--- src/rtl/snn_pkg.sv ---
// Shared SNN definitions: image geometry and the loader state encoding.
package snn_pkg;

  localparam int IMG_BYTES = 98;
  localparam int IMG_BITS  = IMG_BYTES * 8;

  typedef enum logic [1:0] {
    ST_IDLE,
    ST_UNPACK,
    ST_START,
    ST_WAIT_CORE
  } loader_state_e;

endpackage

--- src/rtl/img_loader_if.sv ---
// Bus between the UART/SNN environment and the image loader.
interface img_loader_if #(
  parameter int ADDR_W = 10
);

  logic              rx_rdy;
  logic [7:0]        rx_data;
  logic              core_done;
  logic              ram_we;
  logic [ADDR_W-1:0] ram_addr;
  logic              ram_data;
  logic              ram_own;
  logic              start;
  logic              busy;
  logic              overrun;

  // master is the environment side; slave is the loader itself
  modport master (
    output rx_rdy, rx_data, core_done,
    input  ram_we, ram_addr, ram_data, ram_own, start, busy, overrun
  );

  modport slave (
    input  rx_rdy, rx_data, core_done,
    output ram_we, ram_addr, ram_data, ram_own, start, busy, overrun
  );

endinterface

--- src/rtl/img_loader.sv ---
// Unpacks UART bytes LSB-first into the 1-bit input RAM and starts the SNN core
// once a full frame is loaded; a one-byte pending buffer absorbs bytes that arrive while busy.
module img_loader #(
  parameter int IMG_BYTES = snn_pkg::IMG_BYTES,
  parameter int ADDR_W    = 10
) (
  input logic         clk,
  input logic         rst,
  img_loader_if.slave bus
);
  import snn_pkg::*;

  localparam int BYTE_W = $clog2(IMG_BYTES + 1);
  localparam logic [BYTE_W-1:0] LAST_BYTE = BYTE_W'(IMG_BYTES - 1);

  loader_state_e     state_q, state_d;
  logic [7:0]        shift_q, shift_d;
  logic [ADDR_W-1:0] pix_q, pix_d;
  logic [BYTE_W-1:0] byte_q, byte_d;
  logic              pend_valid_q, pend_valid_d;
  logic [7:0]        pend_data_q, pend_data_d;
  logic              overrun_q, overrun_d;
  logic              consume;
  logic              last_bit;

  assign last_bit = (pix_q[2:0] == 3'd7);

  always_comb begin
    state_d      = state_q;
    shift_d      = shift_q;
    pix_d        = pix_q;
    byte_d       = byte_q;
    pend_valid_d = pend_valid_q;
    pend_data_d  = pend_data_q;
    overrun_d    = overrun_q;
    consume      = 1'b0;

    unique case (state_q)
      ST_IDLE: begin
        if (pend_valid_q) begin
          shift_d = pend_data_q;
          consume = 1'b1;
          state_d = ST_UNPACK;
        end else if (bus.rx_rdy) begin
          shift_d = bus.rx_data;
          state_d = ST_UNPACK;
        end
      end
      ST_UNPACK: begin
        shift_d = {1'b0, shift_q[7:1]};
        if (!last_bit) begin
          pix_d = pix_q + ADDR_W'(1);
        end else begin
          byte_d = byte_q + BYTE_W'(1);
          // the final pixel address is held so the counter never leaves the image
          if (byte_q == LAST_BYTE) begin
            state_d = ST_START;
          end else begin
            pix_d = pix_q + ADDR_W'(1);
            if (pend_valid_q) begin
              shift_d = pend_data_q;
              consume = 1'b1;
            end else begin
              state_d = ST_IDLE;
            end
          end
        end
      end
      ST_START: begin
        pix_d   = '0;
        byte_d  = '0;
        state_d = ST_WAIT_CORE;
      end
      ST_WAIT_CORE: begin
        if (bus.core_done) state_d = ST_IDLE;
      end
      default: state_d = ST_IDLE;
    endcase

    if (consume) pend_valid_d = 1'b0;

    // a byte that arrives as the pending slot drains is kept, not dropped
    if (bus.rx_rdy && !(state_q == ST_IDLE && !pend_valid_q)) begin
      if (pend_valid_q && !consume) begin
        overrun_d = 1'b1;
      end else begin
        pend_valid_d = 1'b1;
        pend_data_d  = bus.rx_data;
      end
    end
  end

  always_ff @(posedge clk or posedge rst) begin
    if (rst) begin
      state_q      <= ST_IDLE;
      shift_q      <= '0;
      pix_q        <= '0;
      byte_q       <= '0;
      pend_valid_q <= 1'b0;
      pend_data_q  <= '0;
      overrun_q    <= 1'b0;
    end else begin
      state_q      <= state_d;
      shift_q      <= shift_d;
      pix_q        <= pix_d;
      byte_q       <= byte_d;
      pend_valid_q <= pend_valid_d;
      pend_data_q  <= pend_data_d;
      overrun_q    <= overrun_d;
    end
  end

  assign bus.ram_we   = (state_q == ST_UNPACK);
  assign bus.ram_own  = (state_q == ST_UNPACK);
  assign bus.ram_addr = pix_q;
  assign bus.ram_data = shift_q[0];
  assign bus.start    = (state_q == ST_START);
  assign bus.busy     = (state_q != ST_IDLE);
  assign bus.overrun  = overrun_q;

endmodule
--- src/flat_wrapper.sv ---
// flat-port wrapper written by rule: the top's interface ports become plain ports
module img_loader_flat import snn_pkg::*;
#(
  parameter int IMG_BYTES = snn_pkg::IMG_BYTES,
  parameter int ADDR_W    = 10
)
  (clk, rst, bus_rx_rdy, bus_rx_data, bus_core_done, bus_ram_we, bus_ram_addr, bus_ram_data, bus_ram_own, bus_start, bus_busy, bus_overrun);
  img_loader_if #(.ADDR_W(ADDR_W)) bus_i ();
  input logic clk;
  input logic rst;
  input wire logic [$bits(bus_i.rx_rdy)-1:0] bus_rx_rdy;
  input wire logic [$bits(bus_i.rx_data)-1:0] bus_rx_data;
  input wire logic [$bits(bus_i.core_done)-1:0] bus_core_done;
  output wire logic [$bits(bus_i.ram_we)-1:0] bus_ram_we;
  output wire logic [$bits(bus_i.ram_addr)-1:0] bus_ram_addr;
  output wire logic [$bits(bus_i.ram_data)-1:0] bus_ram_data;
  output wire logic [$bits(bus_i.ram_own)-1:0] bus_ram_own;
  output wire logic [$bits(bus_i.start)-1:0] bus_start;
  output wire logic [$bits(bus_i.busy)-1:0] bus_busy;
  output wire logic [$bits(bus_i.overrun)-1:0] bus_overrun;
  assign bus_i.rx_rdy = bus_rx_rdy;
  assign bus_i.rx_data = bus_rx_data;
  assign bus_i.core_done = bus_core_done;
  assign bus_ram_we = bus_i.ram_we;
  assign bus_ram_addr = bus_i.ram_addr;
  assign bus_ram_data = bus_i.ram_data;
  assign bus_ram_own = bus_i.ram_own;
  assign bus_start = bus_i.start;
  assign bus_busy = bus_i.busy;
  assign bus_overrun = bus_i.overrun;
  img_loader #(.IMG_BYTES(IMG_BYTES), .ADDR_W(ADDR_W)) u_core (.clk(clk), .rst(rst), .bus(bus_i));
endmodule
--- config.mk ---
export PLATFORM = sky130hd
export DESIGN_NAME = img_loader_flat
export DESIGN_NICKNAME = d
export VERILOG_FILES = /design/src/rtl/snn_pkg.sv /design/src/rtl/img_loader_if.sv /design/src/rtl/img_loader.sv /design/src/flat_wrapper.sv
export SDC_FILE = /design/constraint.sdc
export NUM_CORES = 1
export LEC_CHECK = 0
export BUFFER_PORTS_ARGS = -buffer_cell sky130_fd_sc_hd__buf_2
export CORE_ASPECT_RATIO = 1.25
export CORE_MARGIN = 2
export CORE_UTILIZATION = 40
export CTS_BUF_LIST = sky130_fd_sc_hd__clkbuf_8
export DETAILED_ROUTE_END_ITERATION = 10
export GPL_TIMING_DRIVEN = 0
export PLACE_DENSITY = 0.61
export SYNTH_ARGS = -nofsm -noshare
export SYNTH_HDL_FRONTEND = slang
export SYNTH_SLANG_ARGS = --single-unit
--- constraint.sdc ---
create_clock -name clk -period 2.05 [get_ports clk]
set_input_delay 0 -clock clk [delete_from_list [all_inputs] [get_ports clk]]
set_output_delay 0 -clock clk [all_outputs]
set_load 0.005 [all_outputs]
Word level (Yosys, flattened, before mapping)

Cells that the tools add are included.

Flip-flop bits (word level): 37
Input bits: 12
Output and inout bits: 16
Word-level logic and storage cells: 61

Add/subtract/negate cells: 2
Equal/unequal tests: 10
Muxes and demuxes: 25
Bitwise gates (word level): 1
Reduce and logical (&&, ||, !) cells: 16

Operators by type and width:

| kind                                                | count |
|---|---|
| two-way mux 8 bit                                   | 5 |
| two-way mux 10 bit                                  | 2 |
| one-hot mux 10 bit (2 select lines)                 | 1 |
| one-hot mux 8 bit (2 select lines)                  | 1 |
| one-hot mux 7 bit (2 select lines)                  | 1 |
| two-way mux 2 bit                                   | 6 |
| adder 10 x 1 -> 10 bit, second input constant       | 1 |
| AND reduction 2 bit                                 | 5 |
| one-hot mux 2 bit (4 select lines)                  | 1 |
| adder 7 x 1 -> 7 bit, second input constant         | 1 |
| equality test 7 bit, second input constant          | 1 |
| two-way mux 7 bit                                   | 1 |
| two-way mux 1 bit                                   | 6 |
| != test 3 bit, second input constant                | 2 |
| nonzero test 2 bit                                  | 3 |
| equality test 2 bit, second input constant          | 2 |
| AND reduction 4 bit                                 | 1 |
| equality test 3 bit, second input constant          | 1 |
| logical AND 1 bit                                   | 3 |
| zero test 1 bit                                     | 3 |
| != test 3 x 2 -> 1 bit, second input constant       | 1 |
| equality test 2 x 1 -> 1 bit, second input constant | 1 |
| zero test 2 bit                                     | 1 |
| != test 2 x 1 -> 1 bit, second input constant       | 1 |
| other kinds (3)                                     | 3 |

Depth between registers and ports, before layout

Gate-level depths: netlist (run 1).

Word-level depth: 8
Mapped depth: 8
Depth with buffers taken out: 6

Worst setup path after synthesis (run 1)

No wires, ideal clock.

Path kind: register to register
From: register u_core.pix_q[0] (netlist: u_core.bus.ram_addr[0])
To: register u_core.pix_q[3] (netlist: u_core.bus.ram_addr[3])
Library setup time: 0.077 ns
Arrival time: 2.137 ns
Required time: 1.973 ns
Path slack: -0.164 ns
Cell stages (with the launch flop): 9
Path buffers: 2
Clock period less this slack: 2.214 ns
Cell sequence: dfrtp_1 ha_1 ha_1 and3b_1 buf_6 and3_4 buf_6 or4_1 a21oi_1

Word-level cells in the longest chain between the ends: 4
Elaborated cells on any way between the ends: 7
Those cells by class: 1 x add/sub; 2 x eq/ne; 3 x mux; 1 x reduce/logical

Ends and longest elaborated chain:

| element                             | RTL line                           | source |
|---|---|---|
| start, declared                     | img_loader.sv:18                   | `logic [ADDR_W-1:0] pix_q, pix_d;` |
| start signal, assigned              | img_loader.sv:105                  | `pix_q <= pix_d;` |
| adder 10 x 1 -> 10 bit              | img_loader.sv:52, img_loader.sv:59 |  |
| two-way mux 10 bit                  | img_loader.sv:56                   | `if (byte_q == LAST_BYTE) begin` |
| two-way mux 10 bit                  | img_loader.sv:51                   | `if (!last_bit) begin` |
| one-hot mux 10 bit (2 select lines) | img_loader.sv:38                   | `unique case (state_q)` |

Several ways; a longest one is shown, not always the timed one. The select of a mux whose other input is x is not followed.
A chain may end at the register's enable or synchronous reset.

Final worst setup path (run 1)

Ends and elaborated chain as after synthesis.

==> impl_metrics.xml, run 1 <==
<?xml version="1.0" encoding="UTF-8"?>
<metrics>
  <group name="yosys">
    <metric name="count_of_flip_flops_with_a_built_in_enable_after_synthesis" unit="">0</metric>
    <metric name="synth.avg_cell_area" unit="um2">9.68</metric>
    <metric name="syn-cell-area" unit="um2">2060</metric>
    <metric name="synth-async-reset-ratio" unit="%">100</metric>
    <metric name="count_of_different_cell_masters_after_synthesis" unit="">44</metric>
    <metric name="ys_seq_area_share" unit="%">44.9</metric>
    <metric name="library_cell_with_the_highest_instance_count_after_synthesis" unit="">dfrtp_1</metric>
    <metric name="synth_top_cells_by_count" unit="">37 x dfrtp_1, 21 x nor2_1, 13 x nand2_1, 12 x a21oi_1, 12 x mux2i_1</metric>
    <metric name="number_of_flip_flops_and_latches_in_the_synthesized_netlist" unit="">37</metric>
    <metric name="dominantRegCellSynth" unit="">dfrtp_1</metric>
    <metric name="yosysWarningCount" unit="">0</metric>
    <metric name="yosysTopAreaCell" unit="">dfrtp_1</metric>
    <metric name="synth_fp_nets" unit="">229</metric>
    <metric name="syn-instance-count" unit="">213</metric>
    <metric name="synth_top_area_share" unit="%">44.9</metric>
    <metric name="yosys-top-cells-area" unit="">dfrtp_1 45%, mux2i_1 5.8%, mux2_2 4.4%</metric>
  </group>
  <group name="routing">
    <metric name="ant_nets" unit="">0</metric>
    <metric name="drtPass1Iterations" unit="">4</metric>
    <metric name="num_vias" unit="">1831</metric>
    <metric name="avgViaCountPerCell" unit="">5.58</metric>
    <metric name="postRouteWirelength" unit="um">4680</metric>
    <metric name="remaining_drc_errors" unit="">0</metric>
    <metric name="detailedRoute.firstIterationViolations" unit="">81</metric>
    <metric name="post_drt_wl_per_cell" unit="um">14.3</metric>
  </group>
  <group name="layout">
    <metric name="layout-area-overhead-vs-synth" unit="%">26.6</metric>
    <metric name="multi_input_area" unit="um2">1070</metric>
    <metric name="num-nets-final" unit="">281</metric>
    <metric name="fin_cells" unit="">328</metric>
    <metric name="num-fill-cells" unit="">495</metric>
    <metric name="drive_gt1_share" unit="%">28.2</metric>
    <metric name="antenna_cells_inserted" unit="">0</metric>
    <metric name="seq_area" unit="um2">928</metric>
  </group>
  <group name="timing">
    <metric name="layout_setup_ws" unit="ns">0.0367</metric>
    <metric name="setup-violations-final" unit="">0</metric>
    <metric name="worst_slew_margin_rel" unit="%">48.4</metric>
    <metric name="fin_worst_hold_slack" unit="ns">0.0410</metric>
    <metric name="top_achievable_clock_speed" unit="MHz">497</metric>
    <metric name="worstMarginPinSlew" unit="ns">0.773</metric>
    <metric name="skew" unit="ns">0.00738</metric>
    <metric name="final-max-slew-violation-count" unit="">0</metric>
    <metric name="post-route-min-period" unit="ns">2.01</metric>
    <metric name="post-route-period-util" unit="%">98.2</metric>
    <metric name="final-hold-violation-count" unit="">0</metric>
    <metric name="grt_setup_unrepaired" unit="">yes</metric>
  </group>
  <group name="global_routing">
    <metric name="antenna_found_initial" unit="">0</metric>
    <metric name="maximum_number_of_pins_on_one_net_before_global_route_repair" unit="">38</metric>
    <metric name="grt_usage" unit="%">18.3</metric>
    <metric name="grt_pass1_wl" unit="um">8220</metric>
    <metric name="globalRoute.totalOverflow" unit="">0</metric>
    <metric name="grt_pass1_vias" unit="">1805</metric>
  </group>
  <group name="worst_setup_path">
    <metric name="crit_path_max_fanout" unit="">7</metric>
    <metric name="path_buf_inv" unit="">2</metric>
    <metric name="cp-end-kind" unit="">register</metric>
    <metric name="worst_path_largest_cell_delay" unit="ns">0.47</metric>
    <metric name="required" unit="ns">2.27</metric>
    <metric name="path_class" unit="">reg -&gt; reg</metric>
    <metric name="timing.critical_path.arrival" unit="ns">2.23</metric>
    <metric name="worstSetupStartpointType" unit="">register</metric>
    <metric name="slowest_stage" unit="">or4_4</metric>
    <metric name="crit_chain" unit="">ha_4, ha_4, and3b_1, buf_6, and3_4, buf_6, or4_4, a21oi_2</metric>
    <metric name="worst-r2r-cell-count" unit="">8</metric>
    <metric name="timing.critical_path.depth" unit="">8</metric>
    <metric name="worst_path_dominant_cell_family" unit="">simple AND/OR/NAND/NOR gates</metric>
  </group>
  <group name="clocking">
    <metric name="clk_path_buf_depth" unit="">2</metric>
    <metric name="cell_chosen_for_the_clock_root" unit="">clkbuf_8</metric>
    <metric name="ctsHtreeMaxLevel" unit="">2</metric>
    <metric name="cts_num_sinks" unit="">37</metric>
    <metric name="worst_setup_hold_path_clk_slew" unit="ns">0.07</metric>
    <metric name="cts_tree" unit="">done</metric>
    <metric name="cts_made_buffers" unit="">5</metric>
    <metric name="clk_latency" unit="ns">0.29</metric>
  </group>
  <group name="outcome">
    <metric name="run_status" unit="">finished, final reports clean</metric>
  </group>
  <group name="floorplanning">
    <metric name="die_h" unit="um">84.3</metric>
    <metric name="fp.dieArea" unit="um2">5750</metric>
    <metric name="top_level_ports" unit="">28</metric>
    <metric name="horizontal_die_dimension" unit="um">68.2</metric>
    <metric name="fp.coreArea" unit="um2">5010</metric>
    <metric name="initial_utilization" unit="%">41.2</metric>
    <metric name="row_count" unit="">29</metric>
  </group>
  <group name="placement">
    <metric name="post-place-cells" unit="">302</metric>
    <metric name="pre_cts_slack" unit="ns">-0.0705</metric>
    <metric name="place_hpwl" unit="um">3290</metric>
    <metric name="number_of_buffers_inserted_by_port_buffering" unit="">27</metric>
    <metric name="routability_congestion_estimate_from_global_placement" unit="">0.739</metric>
  </group>
  <group name="hold_path">
    <metric name="min_path_type" unit="">in -&gt; reg</metric>
    <metric name="hold_depth" unit="">3</metric>
  </group>
  <group name="power">
    <metric name="largest_voltage_drop_on_the_vdd_net" unit="mV">0.791</metric>
    <metric name="power_per_cell_area" unit="nW/um2">1240</metric>
    <metric name="p_leak" unit="nW">1.23</metric>
  </group>
  <group name="flow_run">
    <metric name="count_of_max_cap_constraint_violations" unit="">0</metric>
  </group>
</metrics>
-- tightest hold or removal path: cells and delay by family --
| kind | cells | cell delay [ns] |
|---|---|---|
| and+or+nand+nor | 1 | 0.10 |
| AOI/OAI and AO/OA | 1 | 0.05 |
| buffers and inverters | 1 | 0.13 |
-- sequential cells by signal (all words and copies together), names as in the netlist, named ones only --
name	cells
u_core.bus.ram_addr	10
u_core.pend_data_q	8
u_core.shift_q	8
u_core.byte_q	7
u_core.bus.overrun	1
u_core.pend_valid_q	1
u_core.state_q	1
-- placed cells by master (no fill, tap or decap), types with 3 or more instances in the layout --
cell type,Yosys,final
a21oi_1,12,11
a311oi_1,7,7
a31oi_1,4,4
buf_2,6,33
buf_4,1,9
clkbuf_1,5,4
clkbuf_8,0,5
dfrtp_1,37,35
dlygate4sd3_1,0,10
inv_1,6,5
mux2_2,8,8
mux2i_1,12,12
nand2_1,13,13
nand3_1,8,8
nand4_1,6,6
nor2_1,21,21
nor2b_1,4,4
o21ai_0,11,11
o22ai_1,6,6
o2bb2ai_1,3,3
o31ai_1,5,5
or4_1,5,4
-- layout make-up --
cell class	instances	area share (%)
clock inverters	3	2.49
inverters	6	0.863
multi-input cells	155	40.9
plain buffers	15	3.26
repair buffers	45	11.3
well taps	62	2.97
clock buffers	5	2.64
flip-flops and latches	37	35.6
-- worst paths after layout --
check | from | endpoint | slack, ns
setup / recovery | u_core.bus.ram_addr[0] | u_core.bus.ram_addr[3] | 0.04
hold / removal | bus_rx_rdy | u_core.pend_valid_q | 0.04
setup reg to reg | u_core.bus.ram_addr[0] | u_core.bus.ram_addr[3] | 0.04
hold reg to reg | u_core.bus.overrun | u_core.bus.overrun | 0.47
max in group asynchronous | rst | u_core.bus.ram_addr[1] | 1.11
min in group asynchronous | rst | u_core.shift_q[6] | 0.39
-- where the power goes --
part	internal (mW)	switching [mW]
registers	0.974	0.239
clock network	0.483	0.267
logic	0.651	0.617
total	2.11	1.12
-- metal layers --
| metal | global-route usage [%] | wire (um) | vias up |
|---|---|---|---|
| met1 | 21.6 | 1980 | 899 |
| met2 | 33.2 | 2500 | 32 |
| met5 | 0 | 0 | - |
| li1 | - | - | 896 |
| met3 | 3.62 | 143 | 4 |
| met4 | 4.36 | 45 | 0 |
-- kinds of logic after synthesis --
logic type               after synthesis  synth area share [%]
buffers and inverters                 21                  5.10
multiplexers                          20                  10.2
XOR/XNOR                               1                 0.425
AND/OR/NAND/NOR                       72                  18.4
adder cells (fa/ha/maj)                4                  2.43
flip-flops                            37                  44.9
AO/OA/AOI/OAI                         58                  18.6
-- metrics by stage --
| stage | total power, mW | TNS, ns | instance area, um2 | util (%) |
|---|---|---|---|---|
| 2_1_floorplan | 2.05 | 0 | 2090 | - |
| 3_3_place_gp | 2.36 | -0.0657 | 2300 | 46.0 |
| 3_5_place_dp | 2.39 | -0.0995 | 2300 | 46.0 |
| 4_1_cts | 3.23 | 0 | 2590 | 51.7 |
| 5_1_grt | 3.46 | -0.0196 | 2610 | 52.1 |
| 6_report | 3.23 | 0 | 2610 | 52.1 |
-- timing repair --
item / in CTS / in global routing
hold buffers: 10 / 0
endpoints found under the hold margin: 46 / 0
resized for setup: 0 / 6
pin swaps: 2 / 1
buffers inserted: 7 / 1
endpoints found under the setup margin: 5 / 7
Power figures use the tool's default switching activity.
==> inputs of run 2 (changes only) <==
- PLACE_DENSITY: 0.61 -> 0.59
==> impl_metrics.xml, run 2 (synthesis results as in run 1) <==
<?xml version="1.0" encoding="UTF-8"?>
<metrics>
  <group name="outcome">
    <metric name="run_status" unit="">finished, final reports clean</metric>
  </group>
  <group name="routing">
    <metric name="drtPass1Iterations" unit="">4</metric>
    <metric name="ant_nets" unit="">0</metric>
    <metric name="detailedRoute.firstIterationViolations" unit="">67</metric>
    <metric name="met1_length" unit="um">2110</metric>
    <metric name="route.met2.wl" unit="um">2440</metric>
    <metric name="postRouteWirelength" unit="um">4770</metric>
    <metric name="avgViaCountPerCell" unit="">5.44</metric>
    <metric name="routed_length_on_met3" unit="um">138</metric>
    <metric name="post_drt_wl_per_cell" unit="um">14.5</metric>
    <metric name="dr.max_layer_used" unit="">met4</metric>
    <metric name="num_vias" unit="">1785</metric>
    <metric name="remaining_drc_errors" unit="">0</metric>
  </group>
  <group name="timing">
    <metric name="setup-violations-final" unit="">0</metric>
    <metric name="skew" unit="ns">0.00396</metric>
    <metric name="worst_slew_margin_rel" unit="%">45.6</metric>
    <metric name="final-max-slew-violation-count" unit="">0</metric>
    <metric name="worstMarginPinSlew" unit="ns">0.815</metric>
    <metric name="layout_setup_ws" unit="ns">0.0443</metric>
    <metric name="top_achievable_clock_speed" unit="MHz">499</metric>
    <metric name="grt_setup_unrepaired" unit="">yes</metric>
    <metric name="final-hold-violation-count" unit="">0</metric>
    <metric name="post-route-min-period" unit="ns">2.01</metric>
    <metric name="post-route-period-util" unit="%">97.8</metric>
  </group>
  <group name="global_routing">
    <metric name="grt_pass1_vias" unit="">1700</metric>
    <metric name="grt_usage" unit="%">18.1</metric>
    <metric name="globalRoute.totalOverflow" unit="">0</metric>
    <metric name="maximum_number_of_pins_on_one_net_before_global_route_repair" unit="">38</metric>
    <metric name="grt_pass1_wl" unit="um">7940</metric>
    <metric name="antenna_found_initial" unit="">0</metric>
  </group>
  <group name="placement">
    <metric name="place_hpwl" unit="um">3240</metric>
    <metric name="pre_cts_slack" unit="ns">-0.0624</metric>
    <metric name="number_of_buffers_inserted_by_port_buffering" unit="">27</metric>
    <metric name="routability_congestion_estimate_from_global_placement" unit="">0.716</metric>
    <metric name="post-place-cells" unit="">302</metric>
  </group>
  <group name="clocking">
    <metric name="cts_tree" unit="">done</metric>
    <metric name="clk_path_buf_depth" unit="">2</metric>
    <metric name="cts_made_buffers" unit="">5</metric>
    <metric name="cell_chosen_for_the_clock_root" unit="">clkbuf_8</metric>
    <metric name="worst_setup_hold_path_clk_slew" unit="ns">0.07</metric>
    <metric name="cts_num_sinks" unit="">37</metric>
    <metric name="clk_latency" unit="ns">0.29</metric>
    <metric name="ctsHtreeMaxLevel" unit="">2</metric>
  </group>
  <group name="worst_setup_path">
    <metric name="slowest_stage" unit="">or4_4</metric>
    <metric name="worst_path_largest_cell_delay" unit="ns">0.47</metric>
    <metric name="crit_chain" unit="">ha_4, ha_4, and3b_1, buf_6, and3_4, buf_6, or4_4, a21oi_2</metric>
    <metric name="cp-end-kind" unit="">register</metric>
    <metric name="timing.critical_path.arrival" unit="ns">2.23</metric>
    <metric name="setup.reg_to_reg.worst_slack" unit="ns">0.04</metric>
    <metric name="path_class" unit="">reg -&gt; reg</metric>
    <metric name="crit_path_max_fanout" unit="">5</metric>
    <metric name="required" unit="ns">2.27</metric>
    <metric name="regToRegStartpoint" unit="">u_core.bus.ram_addr[0]</metric>
    <metric name="crit_path_end" unit="">u_core.bus.ram_addr[3]</metric>
    <metric name="r2r-end" unit="">u_core.bus.ram_addr[3]</metric>
    <metric name="worstSetupStartpointType" unit="">register</metric>
    <metric name="crit_start" unit="">u_core.bus.ram_addr[0]</metric>
    <metric name="worst-r2r-cell-count" unit="">8</metric>
  </group>
  <group name="floorplanning">
    <metric name="horizontal_die_dimension" unit="um">68.2</metric>
    <metric name="fp.coreArea" unit="um2">5010</metric>
    <metric name="top_level_ports" unit="">28</metric>
    <metric name="die_h" unit="um">84.3</metric>
    <metric name="fp.dieArea" unit="um2">5750</metric>
    <metric name="initial_utilization" unit="%">41.2</metric>
    <metric name="row_count" unit="">29</metric>
  </group>
  <group name="flow_run">
    <metric name="count_of_max_cap_constraint_violations" unit="">0</metric>
  </group>
  <group name="power">
    <metric name="power.total" unit="mW">3.03</metric>
    <metric name="power_per_cell_area" unit="nW/um2">1170</metric>
    <metric name="largest_voltage_drop_on_the_vdd_net" unit="mV">0.646</metric>
    <metric name="p_leak" unit="nW">1.22</metric>
  </group>
  <group name="layout">
    <metric name="layout.cells.most_common" unit="">dfrtp_1</metric>
    <metric name="antenna_cells_inserted" unit="">0</metric>
    <metric name="drive_gt1_share" unit="%">28.2</metric>
    <metric name="fin_cells" unit="">328</metric>
    <metric name="most-common-layout-cells" unit="">35 x dfrtp_1, 33 x buf_2, 21 x nor2_1</metric>
    <metric name="num-nets-final" unit="">281</metric>
    <metric name="fin_util" unit="%">51.5</metric>
    <metric name="layout-area-overhead-vs-synth" unit="%">25.2</metric>
    <metric name="largest_register_ffs" unit="">10</metric>
  </group>
  <group name="hold_path">
    <metric name="min_path_type" unit="">in -&gt; reg</metric>
    <metric name="hold_depth" unit="">3</metric>
  </group>
</metrics>
==> run 2: worst min path at each step <==
stage | from | end | slack (ns)
after detailed placement | rst | u_core.byte_q[2] | 0.20
final | bus_rx_rdy | u_core.pend_valid_q | 0.02
after floorplan | bus_rx_rdy | u_core.pend_valid_q | 0.14
after CTS | bus_rx_rdy | u_core.pend_valid_q | 0.01
after global placement | bus_rx_data[3] | u_core.pend_data_q[3] | 0.25
after global routing | bus_rx_rdy | u_core.pend_valid_q | 0.02
==> run 2: metrics by stage <==
stage	cell area, um2	hold WS, ns	TNS (ns)
finish	2580	0.0249	0
global placement	2300	0.247	-0.0540
floorplan	2090	0.141	0
global route	2580	0.0214	-0.0176
CTS	2560	0.0100	0
detailed placement	2300	0.204	-0.0863
==> run 2: final cells by class <==
class / instances / area [um2]
fill: 478 / 2430
multi-input combinational: 155 / 1070
sequential: 37 / 928
timing repair buffer: 45 / 295
clock buffer: 7 / 96.3
buffer: 15 / 83.8
tap: 62 / 77.6
inverter: 6 / 22.5
clock inverter: 1 / 5.00
==> run 2: report_power, final <==
part | internal, mW | switching [mW] | total [mW]
logic | 0.639 | 0.611 | 1.25
registers | 0.974 | 0.236 | 1.21
clock network | 0.304 | 0.264 | 0.568
total | 1.92 | 1.11 | 3.03
==> run 2: routing by layer <==
metal | vias to the layer above | global-route usage, %
met5 | - | 0
met4 | 0 | 6.00
met3 | 6 | 3.62
met2 | 26 | 30.8
met1 | 861 | 22.4
li1 | 892 | -
==> run 2: repair_timing <==
| action | in CTS | in global routing |
|---|---|---|
| resized for setup | 0 | 6 |
| pin swaps | 2 | 1 |
| setup endpoints to repair | 4 | 4 |
| endpoints found under the hold margin | 46 | 0 |
| hold buffers | 10 | 0 |
| buffers inserted | 8 | 0 |
==> run 2: worst max-delay path: cells and delay by family, from the launching register on <==
kind,cells,cell delay [ns]
adder cells (fa/ha/maj),2,0.33
flip-flops,1,0.43
AND/OR/NAND/NOR,3,0.82
buffers and inverters,2,0.23
AO/OA/AOI/OAI,1,0.13
